`config.mk`:
```
export PLATFORM = sky130hd
export DESIGN_NAME = goods_sort_sched
export DESIGN_NICKNAME = d
export VERILOG_FILES = /design/src/rtl/goods_sort_sched.sv
export SDC_FILE = /design/constraint.sdc
export NUM_CORES = 1
export LEC_CHECK = 0
export ABC_AREA = 1
export ABC_CLOCK_PERIOD_IN_PS = 2600
export BUFFER_PORTS_ARGS = -buffer_cell sky130_fd_sc_hd__buf_2
export CORE_AREA = 4 4 57 59
export DETAILED_ROUTE_END_ITERATION = 16
export DIE_AREA = 0 0 61 63
export MAX_ROUTING_LAYER = met4
export PLACE_DENSITY = 0.84
export SYNTH_ARGS = -nofsm -noshare
export SYNTH_HDL_FRONTEND = slang
export SYNTH_SLANG_ARGS = --single-unit
```
`constraint.sdc`:
```
create_clock -name clk -period 2.6 [get_ports clk]
set_input_delay 0.26 -clock clk [delete_from_list [all_inputs] [get_ports clk]]
set_output_delay 0.26 -clock clk [all_outputs]
set_load 0.05 [all_outputs]
```
`src/rtl/goods_sort_sched.sv`:
```
// Shared-sorter scheduler: round-robin admission of two inspection stations into
// one quality sorter feeding two registered belts. Counters built only with GOODS_SORT_STATS_EN.
module goods_sort_sched #(
    parameter logic [6:0] QUAL_THRESH = 7'd61,
    parameter int         CNT_W       = 16
) (
    input  logic             clk,
    input  logic             rst_n,
    input  logic             line_en,
    input  logic             req0_valid,
    input  logic [6:0]       req0_quality,
    output logic             req0_ready,
    input  logic             req1_valid,
    input  logic [6:0]       req1_quality,
    output logic             req1_ready,
    output logic             valid_belt_a,
    output logic [6:0]       belt_a,
    input  logic             belt_a_ready,
    output logic             valid_belt_b,
    output logic [6:0]       belt_b,
    input  logic             belt_b_ready,
    output logic [CNT_W-1:0] cnt_a,
    output logic [CNT_W-1:0] cnt_b
);

    typedef enum logic {S0 = 1'b0, S1 = 1'b1} grant_e;

    grant_e     last_grant_r;
    logic       valid_a_r, valid_b_r;
    logic [6:0] belt_a_r, belt_b_r;

    logic       a_free_s, b_free_s;
    logic       dst0_a_s, dst1_a_s;
    logic       elig0_s, elig1_s;
    logic       gnt0_s, gnt1_s;
    logic       load_a_s, load_b_s;
    logic [6:0] gnt_q_s;

    function automatic logic goes_to_a(input logic [6:0] q);
        return (q >= QUAL_THRESH);
    endfunction

    // Eligibility and round-robin grant; ready is held low while in reset.
    always_comb begin
        a_free_s = !valid_a_r || belt_a_ready;
        b_free_s = !valid_b_r || belt_b_ready;
        dst0_a_s = goes_to_a(req0_quality);
        dst1_a_s = goes_to_a(req1_quality);
        elig0_s  = rst_n && line_en && req0_valid && (dst0_a_s ? a_free_s : b_free_s);
        elig1_s  = rst_n && line_en && req1_valid && (dst1_a_s ? a_free_s : b_free_s);
        gnt0_s   = 1'b0;
        gnt1_s   = 1'b0;
        case (last_grant_r)
            S1: begin
                if (elig0_s) gnt0_s = 1'b1;
                else         gnt1_s = elig1_s;
            end
            S0: begin
                if (elig1_s) gnt1_s = 1'b1;
                else         gnt0_s = elig0_s;
            end
            default: begin
                gnt0_s = 1'b0;
                gnt1_s = 1'b0;
            end
        endcase
        if (gnt1_s) begin
            gnt_q_s  = req1_quality;
            load_a_s = dst1_a_s;
            load_b_s = !dst1_a_s;
        end else if (gnt0_s) begin
            gnt_q_s  = req0_quality;
            load_a_s = dst0_a_s;
            load_b_s = !dst0_a_s;
        end else begin
            gnt_q_s  = 7'd0;
            load_a_s = 1'b0;
            load_b_s = 1'b0;
        end
    end

    assign req0_ready = gnt0_s;
    assign req1_ready = gnt1_s;

    // Arbiter history and the two one-entry belt registers.
    always_ff @(posedge clk or negedge rst_n) begin
        if (!rst_n) begin
            last_grant_r <= S1;
            valid_a_r    <= 1'b0;
            valid_b_r    <= 1'b0;
            belt_a_r     <= 7'd0;
            belt_b_r     <= 7'd0;
        end else begin
            if (gnt0_s)      last_grant_r <= S0;
            else if (gnt1_s) last_grant_r <= S1;
            if (load_a_s) begin
                belt_a_r  <= gnt_q_s;
                valid_a_r <= 1'b1;
            end else if (belt_a_ready) begin
                valid_a_r <= 1'b0;
            end
            if (load_b_s) begin
                belt_b_r  <= gnt_q_s;
                valid_b_r <= 1'b1;
            end else if (belt_b_ready) begin
                valid_b_r <= 1'b0;
            end
        end
    end

    assign valid_belt_a = valid_a_r;
    assign valid_belt_b = valid_b_r;
    assign belt_a       = belt_a_r;
    assign belt_b       = belt_b_r;

`ifdef GOODS_SORT_STATS_EN
    logic [CNT_W-1:0] cnt_a_r, cnt_b_r;

    // Delivered-item counters, wrapping naturally at 2^CNT_W.
    always_ff @(posedge clk or negedge rst_n) begin
        if (!rst_n) begin
            cnt_a_r <= '0;
            cnt_b_r <= '0;
        end else begin
            if (valid_a_r && belt_a_ready) cnt_a_r <= cnt_a_r + {{(CNT_W-1){1'b0}}, 1'b1};
            if (valid_b_r && belt_b_ready) cnt_b_r <= cnt_b_r + {{(CNT_W-1){1'b0}}, 1'b1};
        end
    end

    assign cnt_a = cnt_a_r;
    assign cnt_b = cnt_b_r;
`else
    assign cnt_a = '0;
    assign cnt_b = '0;
`endif

endmodule

```
==> results of run 1 <==
## power groups by stage
stage / Sequential [W] / Combinational, W / Clock, W
after floorplan: 0.000436 / 0.000227 / 0
after global placement: 0.000327 / 0.000369 / 0
after detailed placement: 0.000328 / 0.000372 / 0
after CTS: 0.000323 / 0.000375 / 0.000157
after global routing: 0.000328 / 0.000398 / 0.000163
final: 0.000323 / 0.000373 / 0.000152
## registers in the layout, indices dropped and copies added (netlist names)
signal,count
belt_a,7
valid_belt_b,1
belt_b,7
valid_belt_a,1
last_grant_r,1
## cell usage in the layout (no fill, tap or decap)
cell,Yosys,layout
clkbuf_4,0,3
nand2_1,40,40
o21ai_1,1,1
or2_0,1,1
clkinv_1,1,1
buf_4,32,2
nand2_2,4,4
nand4_4,1,1
inv_2,2,2
nand3b_1,2,2
inv_1,9,9
and3_1,2,2
or2_1,1,1
nor2_8,1,1
nand3_2,2,2
dfrtp_1,16,16
and2_1,1,1
nor2_4,1,1
nand4_1,1,1
nand2_4,3,3
dfstp_2,1,1
dlygate4sd3_1,0,1
buf_2,0,38
clkinv_2,0,1
nand3_4,3,3
nand3_1,28,28
nor2_1,5,5
conb_1,1,32
## synth_stat cells
| cell type | count | share of area, % |
|---|---|---|
| nand2_1 | 40 | 12 |
| buf_4 | 32 | 19 |
| nand3_1 | 28 | 11 |
| dfrtp_1 | 16 | 31 |
| inv_1 | 9 | 2.6 |
| nor2_1 | 5 | 1.5 |
| nand2_2 | 4 | 1.9 |
| nand2_4 | 3 | 2.6 |
| nand3_4 | 3 | 4.1 |
| and3_1 | 2 | 0.97 |
| buf_6 | 2 | 1.7 |
| inv_2 | 2 | 0.58 |
| nand3_2 | 2 | 1.6 |
| nand3b_1 | 2 | 1.2 |
| and2_1 | 1 | 0.49 |
| clkinv_1 | 1 | 0.29 |
| conb_1 | 1 | 0.29 |
| dfstp_2 | 1 | 2.0 |
| nand4_1 | 1 | 0.49 |
| nand4_4 | 1 | 1.7 |
| nor2_4 | 1 | 0.87 |
| nor2_8 | 1 | 1.6 |
| o21ai_1 | 1 | 0.39 |
| or2_0 | 1 | 0.49 |
| or2_1 | 1 | 0.49 |
## per-stage QoR
stage	utilization (%)	worst slack, ns	total power, W	cells	instance area, um2
CTS	52.54	0.2323	0.0008551	234	1424
global route	52.54	0.1082	0.0008895	234	1424
floorplan	-	0.6262	0.0006633	192	1405
global placement	51.15	0.7809	0.0006964	229	1386
finish	52.54	0.2472	0.0008474	234	1424
detailed placement	51.15	0.7354	0.0006999	229	1386
## layer usage
| layer | GRT usage (%) | vias up | routed length (um) |
|---|---|---|---|
| met4 | 7.046 | 0 | 63 |
| met2 | 25.00 | 48 | 1375 |
| met5 | - | - | 0 |
| met3 | 3.306 | 7 | 238 |
| met1 | 20.00 | 470 | 1181 |
| li1 | - | 538 | - |
## repair_timing
item,in CTS,in global routing
hold buffers,1,0
endpoints found under the hold margin,8,0
gates resized for setup,0,0
## how the worst max path moves through the flow
| stage | from | to | slack [ns] | cells past startpoint |
|---|---|---|---|---|
| floorplan | valid_belt_a | req0_ready | 0.63 | 6 |
| detailed placement | req1_quality[1] | req0_ready | 0.74 | 8 |
| global placement | req1_quality[1] | req0_ready | 0.78 | 8 |
| global route | rst_n | req0_ready | 0.11 | 7 |
| finish | rst_n | req0_ready | 0.25 | 7 |
| CTS | rst_n | req0_ready | 0.23 | 7 |
## cells by family after synthesis
kind of cell,after synthesis,share of synthesized area [%]
flip-flops,17,33.11
other,1,0.2910
AND/OR/NAND/NOR,96,42.33
AO/OA/AOI/OAI,1,0.3880
buffers and inverters,46,23.88
## critical path, stage by stage
cell and delay (ns):
dlygate4sd3_1 0.53, buf_2 0.25, and3_1 0.27, nand2_1 0.11
nor2_4 0.26, and2_1 0.16, buf_2 0.25
## cell type report
| cell class | count | area (um2) | share of cell area [%] |
|---|---|---|---|
| Inverter | 12 | 45.04 | 3.163 |
| Timing Repair Buffer | 41 | 215.2 | 15.11 |
| Clock buffer | 3 | 22.52 | 1.582 |
| Sequential cell | 17 | 426.7 | 29.96 |
| Multi-Input combinational cell | 129 | 670.6 | 47.10 |
| Tap cell | 31 | 38.79 | 2.724 |
| Clock inverter | 1 | 5.005 | 0.3515 |
==> flow_summary.toml, run 1 <==
[timing]
holdWs_ns = 0.2968
drv_slew = 0
tns_ns = 0
rsz0062_at_grt = "false"
min_period_ns = 2.353
clock_skew_ns = 0.009245
setup_viol = 0
max_clock_freq_mhz = 425.0
hold_viol = 0
fin_crit_sh_pct = 90.49

[floorplanning]
rows = 19
coreArea_um2 = 2710
chipHeight_um = 63
io_pins = 71
initial_core_util_pct = 47.55
dieArea_um2 = 3843
die_w_um = 61

[route]
vias_per_cell = 4.543
first_pass_iters = 4
antenna_left = 0
drtIter0Drc = 26
vias = 1063
drc = 0
wl_um = 2859
avgRoutedWirePerCell_um = 12.22

[pwr]
p_sw_share_pct = 49.08
p_seq_share_pct = 38.1
max-vdd-ir-drop_mv = 0.3357
p_sw_w = 0.0004160
p_leak_nw = 0.8528
combPwrFrac_pct = 44.0
p_int_w = 0.0004315
power.density_nw_per_um2 = 595.2
clockPowerShare_pct = 17.9

[synth]
synthCells = 161
syn_area_um2 = 1289
syn_avg_cell_area_um2 = 8.005
synth-seq-cells = 17
synth_cell_types = 25
synth_warnings = 0
ys_seq_area_share_pct = 33.11

[setup_path]
end_kind = "output pin"
ff2ff_path_depth = 8
r2r-end = "belt_b[5]"
critPathMaxFanout = 11
arrival_ns = 2.09
required_ns = 2.34
worstSetupPathType = "primary input to output pin"
startpoint_type = "primary input"
timing.rr.start = "valid_belt_a"
reg2reg_slack_ns = 0.93

[clock_network]
cts-root-buf = "clkbuf_4"
cts_tree = "yes"
clk_pin_slew_worst_paths_ns = 0.10
postCtsSetupBuffers = 0
clockBufferDepth = 2
htreeDepth = 1
clk_latency_ns = 0.31
cts_buffers = 3
cts_num_sinks = 17

[place]
port_buffers = 38
dp.final_hpwl_um = 2335
gp_congestion = 0.8723

[hold_path]
hold_start = "req1_quality[6]"
hp-class = "primary input to register"
holdPathStages = 5
holdPathEnd = "belt_a[6]"

[finish]
syn2layout_area_growth_pct = 10.49
nets = 225
drive_gt1_share_pct = 30.54
diodes = 0
nFillCells = 277

[run_status]
status = "completed"

[grt]
grt_remaining_overflow = 0
grt_pass1_wl_um = 4560
grt_pass1_vias = 1014
grt_util_all_layers_pct = 16.18
grt_max_degree = 12
antenna_found_initial = 0

[job]
drv_cap = 0
Power figures use the tool's default switching activity.
==> run 2: changes to the inputs <==
Settings changed: CELL_PAD_IN_SITES_DETAIL_PLACEMENT from default to 1, CELL_PAD_IN_SITES_GLOBAL_PLACEMENT from default to 2, CORE_AREA 4 4 57 59 to 4 4 77 79, DIE_AREA 0 0 61 63 to 0 0 81 83, PLACE_DENSITY 0.84 to default, PLACE_DENSITY_LB_ADDON from default to 0.1.
==> run 2 against run 1 <==
The run now ends with negative hold slack left; clock-buffer cell count is the same; cell area increased by 3.7%; setup slack better by 0.17 ns; non-clock buffer count fell by 2; clock skew down 0.0083 ns; utilization decreased by 25 points; via count grew 4.0%; global-route usage shrank 4.5 points; power up 6.3%; hold slack got worse by 0.30 ns; first-iteration DRC count rose by 69%; critical endpoint unchanged.
==> flow_summary.toml, run 2 (synthesis gave the netlist of run 1 again) <==
[setup_path]
worstSetupPathType = "register to output pin"
required_ns = 2.34
arrival_ns = 1.93
startpoint_type = "register"
end_kind = "output pin"
critPathMaxFanout = 11

[timing]
fin_crit_sh_pct = 84.07
max_clock_freq_mhz = 457.5
tns_ns = 0
drv_slew = 0
min_period_ns = 2.186
hold_viol = 16
worstMarginPinSlew_ns = 0.5704
setup_viol = 0
layout_setup_ws_ns = 0.4141
holdWs_ns = -0.004226
clock_skew_ns = 0.0009900
max-slew-margin-rel_pct = 61.86
rsz0062_at_grt = "false"

[pwr]
clockPowerShare_pct = 22.3
p_seq_share_pct = 35.9
p_sw_share_pct = 46.87
p_leak_nw = 0.8522
combPwrFrac_pct = 41.8
p_sw_w = 0.0004222
max-vdd-ir-drop_mv = 0.1620
power.density_nw_per_um2 = 610.1
p_int_w = 0.0004786

[place]
port_buffers = 38
dp.final_hpwl_um = 2977
gp_congestion = 0.7032
pre_cts_slack_ns = 0.5243

[clock_network]
clk_latency_ns = 0.25
postCtsSetupBuffers = 0
cts_buffers = 3
cts_num_sinks = 17
htreeDepth = 1
clk_pin_slew_worst_paths_ns = 0.07
clockBufferDepth = 2
hold_buffers = 0
cts_resized = 0
cts_tree = "yes"
cts-root-buf = "clkbuf_8"

[finish]
syn2layout_area_growth_pct = 14.56
mostFrequentLayoutCells = "nand2_1 (40), buf_2 (38), conb_1 (32)"
postLayoutCoreUtil_pct = 27.66
diodes = 0
nets = 223
final_common_cell = "nand2_1"
drive_gt1_share_pct = 30.35

[run_status]
status = "complete, but fails checks"
violations = "negative hold slack"

[grt]
grt_pass1_vias = 1182
grt_remaining_overflow = 0
antenna_found_initial = 0
grt_pass1_wl_um = 5975
grt_max_degree = 18
grt_util_all_layers_pct = 11.68

[floorplanning]
io_pins = 71
coreArea_um2 = 5338
rows = 27
dieArea_um2 = 6723
initial_core_util_pct = 24.14
die_w_um = 81
chipHeight_um = 83

[route]
antenna_left = 0
drtIter0Drc = 44
first_pass_iters = 4
avgRoutedWirePerCell_um = 13.30
vias_per_cell = 4.048
drc = 0
wl_um = 3631
vias = 1105

[job]
drv_cap = 0

[hold_path]
hp-class = "primary input to async pin"
[run 2: power by group through the flow]
stage | logic, W | registers, W | clock network [W]
5_1_grt | 0.000400 | 0.000329 | 0.000221
3_3_place_gp | 0.000375 | 0.000328 | 0
3_5_place_dp | 0.000379 | 0.000330 | 0
6_report | 0.000376 | 0.000324 | 0.000201
4_1_cts | 0.000380 | 0.000325 | 0.000213
2_1_floorplan | 0.000227 | 0.000436 | 0
[run 2: final timing paths]
| check | end | slack, ns | start | depth (start not counted) |
|---|---|---|---|---|
| worst max-delay path | req0_ready | 0.41 | valid_belt_b | 6 |
| worst min-delay path | belt_b[1] | -0.004 | rst_n | 2 |
| worst max register to register | belt_b[2] | 0.69 | valid_belt_b | 8 |
| worst min register to register | belt_b[6] | 0.50 | belt_b[6] | 2 |
| max in group asynchronous | last_grant_r | 2.35 | rst_n | 2 |
| min in group clk | valid_belt_b | 0.37 | belt_b_ready | 3 |
[run 2: through the flow]
stage,cell area [um2],std cells,power (W)
floorplan,1405,192,0.0006633
global placement,1430,269,0.0007036
detailed placement,1430,269,0.0007081
CTS,1476,273,0.0009171
global route,1476,273,0.0009494
finish,1476,273,0.0009008
[run 2: per-layer routing]
layer / global-route usage (%) / part of all wire (%) / routed length (um)
met5: - / 0 / 0
met1: 13.30 / 42 / 1509
met3: 1.627 / 4.2 / 152
met4: 3.533 / 1.2 / 42
met2: 20.76 / 53 / 1927
[run 2: critical path: stages, from the launching register on]
cell and delay, ns:
dfrtp_1 0.35, inv_1 0.04, nor2_1 0.23, nand3_1 0.16
nand4_1 0.44, and2_1 0.20, buf_2 0.26
[run 2: final cells by class]
cell class | count | area [um2]
clock inverters | 1 | 5.005
inverters | 12 | 45.04
multi-input cells | 129 | 670.6
fillers | 693 | 3861
clock buffers | 3 | 41.29
flip-flops and latches | 17 | 426.7
well taps | 72 | 90.09
repair buffers | 39 | 197.7
==> run 3: changes to the inputs <==
Settings changed: ABC_CLOCK_PERIOD_IN_PS 2600 to 1800, CORE_AREA 4 4 77 79 to 4 4 84 86, DIE_AREA 0 0 81 83 to 0 0 88 90.
Clock period 2.6 ns to 1.8 ns, I/O delays scaled along.
==> run 3 against run 2 <==
Critical path depth is 2 higher; clock skew is 0.0028 ns higher; hold slack better by 0.26 ns; via count is 2.0% higher; first-iteration DRC count is 11% lower; die area is 18% higher; utilization is 2.7 points lower; sequential cell count stayed put; wire length is 4.2% higher; the run now ends clean; global-route usage is 1.8 points lower; cell area is 6.3% higher.
==> flow_summary.toml, run 3 (synthesis gave the netlist of run 1 again) <==
[run_status]
status = "completed"

[finish]
diodes = 0
finalNonFillerCells = 287
final_common_cell = "nand2_1"
syn2layout_area_growth_pct = 21.75
nFillCells = 797
design_area_um2 = 1569
postLayoutCoreUtil_pct = 25.00
mostFrequentLayoutCells = "nand2_1 (40), buf_2 (36), conb_1 (32)"
nets = 232
drive_gt1_share_pct = 34.29

[place]
dp.final_hpwl_um = 3099
gp_congestion = 0.7077
place_area_um2 = 1453
dp_cells = 276
port_buffers = 38

[setup_path]
ff2ff_path_depth = 10
startpoint_type = "register"
r2r-end = "belt_b[5]"
cpPeakStageDelay_ns = 0.38
critPathMaxFanout = 6
required_ns = 1.62
arrival_ns = 1.52
cp_slowest_cell = "dfrtp_1"
worstSetupPathType = "register to output pin"
end_kind = "output pin"
path_cells = "inv_1 -> nor2_4 -> nand3_1 -> nand2_1 -> nor2_8 -> nand2_1 -> inv_1 -> clkbuf_4"
timing.rr.start = "valid_belt_b"
reg2reg_slack_ns = 0.19

[pwr]
p_int_w = 0.0007064
p_seq_share_pct = 35.0
power.density_nw_per_um2 = 848.6
p_sw_share_pct = 46.94
p_sw_w = 0.0006249
p_leak_nw = 0.8928
combPwrFrac_pct = 42.2
max-vdd-ir-drop_mv = 0.2670
clockPowerShare_pct = 22.8

[job]
drv_cap = 0

[clock_network]
clockBufferDepth = 2
cts_tree = "yes"
cts-root-buf = "clkbuf_8"
htreeDepth = 1
cts_buffers = 3
clk_pin_slew_worst_paths_ns = 0.08
clk_latency_ns = 0.26
cts_num_sinks = 17

[grt]
grt_pass1_wl_um = 5927
antenna_found_initial = 0
grt_util_all_layers_pct = 9.909
grt_max_degree = 17
grt_pass1_vias = 1168
grt_remaining_overflow = 0

[route]
vias_per_cell = 3.927
antenna_left = 0
drtIter0Drc = 39
wl_um = 3785
vias = 1127
drc = 0
first_pass_iters = 4
avgRoutedWirePerCell_um = 13.19

[timing]
fin_crit_sh_pct = 94.32
holdWs_ns = 0.2529
clock_skew_ns = 0.003838
hold_viol = 0
drv_slew = 0
min_period_ns = 1.698
tns_ns = 0
rsz0062_at_grt = "false"
setup_viol = 0
max_clock_freq_mhz = 589.0

[floorplanning]
coreArea_um2 = 6277
die_w_um = 88
io_pins = 71
chipHeight_um = 90
initial_core_util_pct = 20.53
dieArea_um2 = 7920
rows = 29

[hold_path]
hold_start = "req1_quality[6]"
hp-class = "primary input to register"
holdPathEnd = "belt_a[6]"
holdPathStages = 5
==> run 3: per-stage QoR <==
step / worst slack (ns) / total power, W
floorplan: 0.03433 / 0.0009583
global placement: 0.06830 / 0.001018
detailed placement: 0.04151 / 0.001023
CTS: 0.01139 / 0.001342
global route: 0.003981 / 0.001405
finish: 0.1022 / 0.001331
==> run 3: worst max-delay path: cells and delay by family, from the launching register on <==
family	cells	cell delay, ns
simple gates	5	0.50
flops	1	0.38
buf+inv	3	0.37
==> run 3: how the worst max path moves through the flow <==
stage | start | end | slack [ns] | cells past startpoint
2_1_floorplan | valid_belt_a | req0_ready | 0.03 | 6
3_3_place_gp | req1_quality[1] | belt_a[2] | 0.07 | 11
3_5_place_dp | req0_quality[1] | req0_ready | 0.04 | 9
4_1_cts | valid_belt_b | req1_ready | 0.01 | 8
5_1_grt | valid_belt_b | belt_b[3] | 0.004 | 10
6_report | valid_belt_b | req1_ready | 0.10 | 8
==> run 3: per-layer routing <==
metal  share of wire, %  vias up  routed length, um  track usage, %
li1                   -      550                  -               -
met1                 48      522               1798           13.44
met2                 44       50               1673           14.89
met3                6.6        5                248           1.188
met4                1.7        0                 64           3.836
met5                  0        -                  0               -
==> run 3: power groups by stage <==
stage	sequential (W)	combinational, W	clock [W]
6_report	0.000466	0.000562	0.000304
5_1_grt	0.000474	0.000599	0.000332
4_1_cts	0.000467	0.000557	0.000317
3_5_place_dp	0.000474	0.000548	0
3_3_place_gp	0.000471	0.000547	0
2_1_floorplan	0.000630	0.000328	0
==> run 3: cell type report <==
cell class	instances	area, um2	share of cell area [%]
Clock buffer	3	41.29	2.632
Clock inverter	1	5.005	0.3190
Inverter	12	45.04	2.871
Multi-Input combinational cell	129	681.9	43.46
Sequential cell	17	426.7	27.19
Tap cell	77	96.34	6.140
Timing Repair Buffer	48	272.8	17.38
==> run 3: what timing repair did <==
item                                    CTS  global route
pin swaps                                 2             1
hold buffers                              1             0
gates resized for setup                   2             3
setup buffers                             2             4
endpoints found under the setup margin    2             8
hold endpoints to repair                 16             0
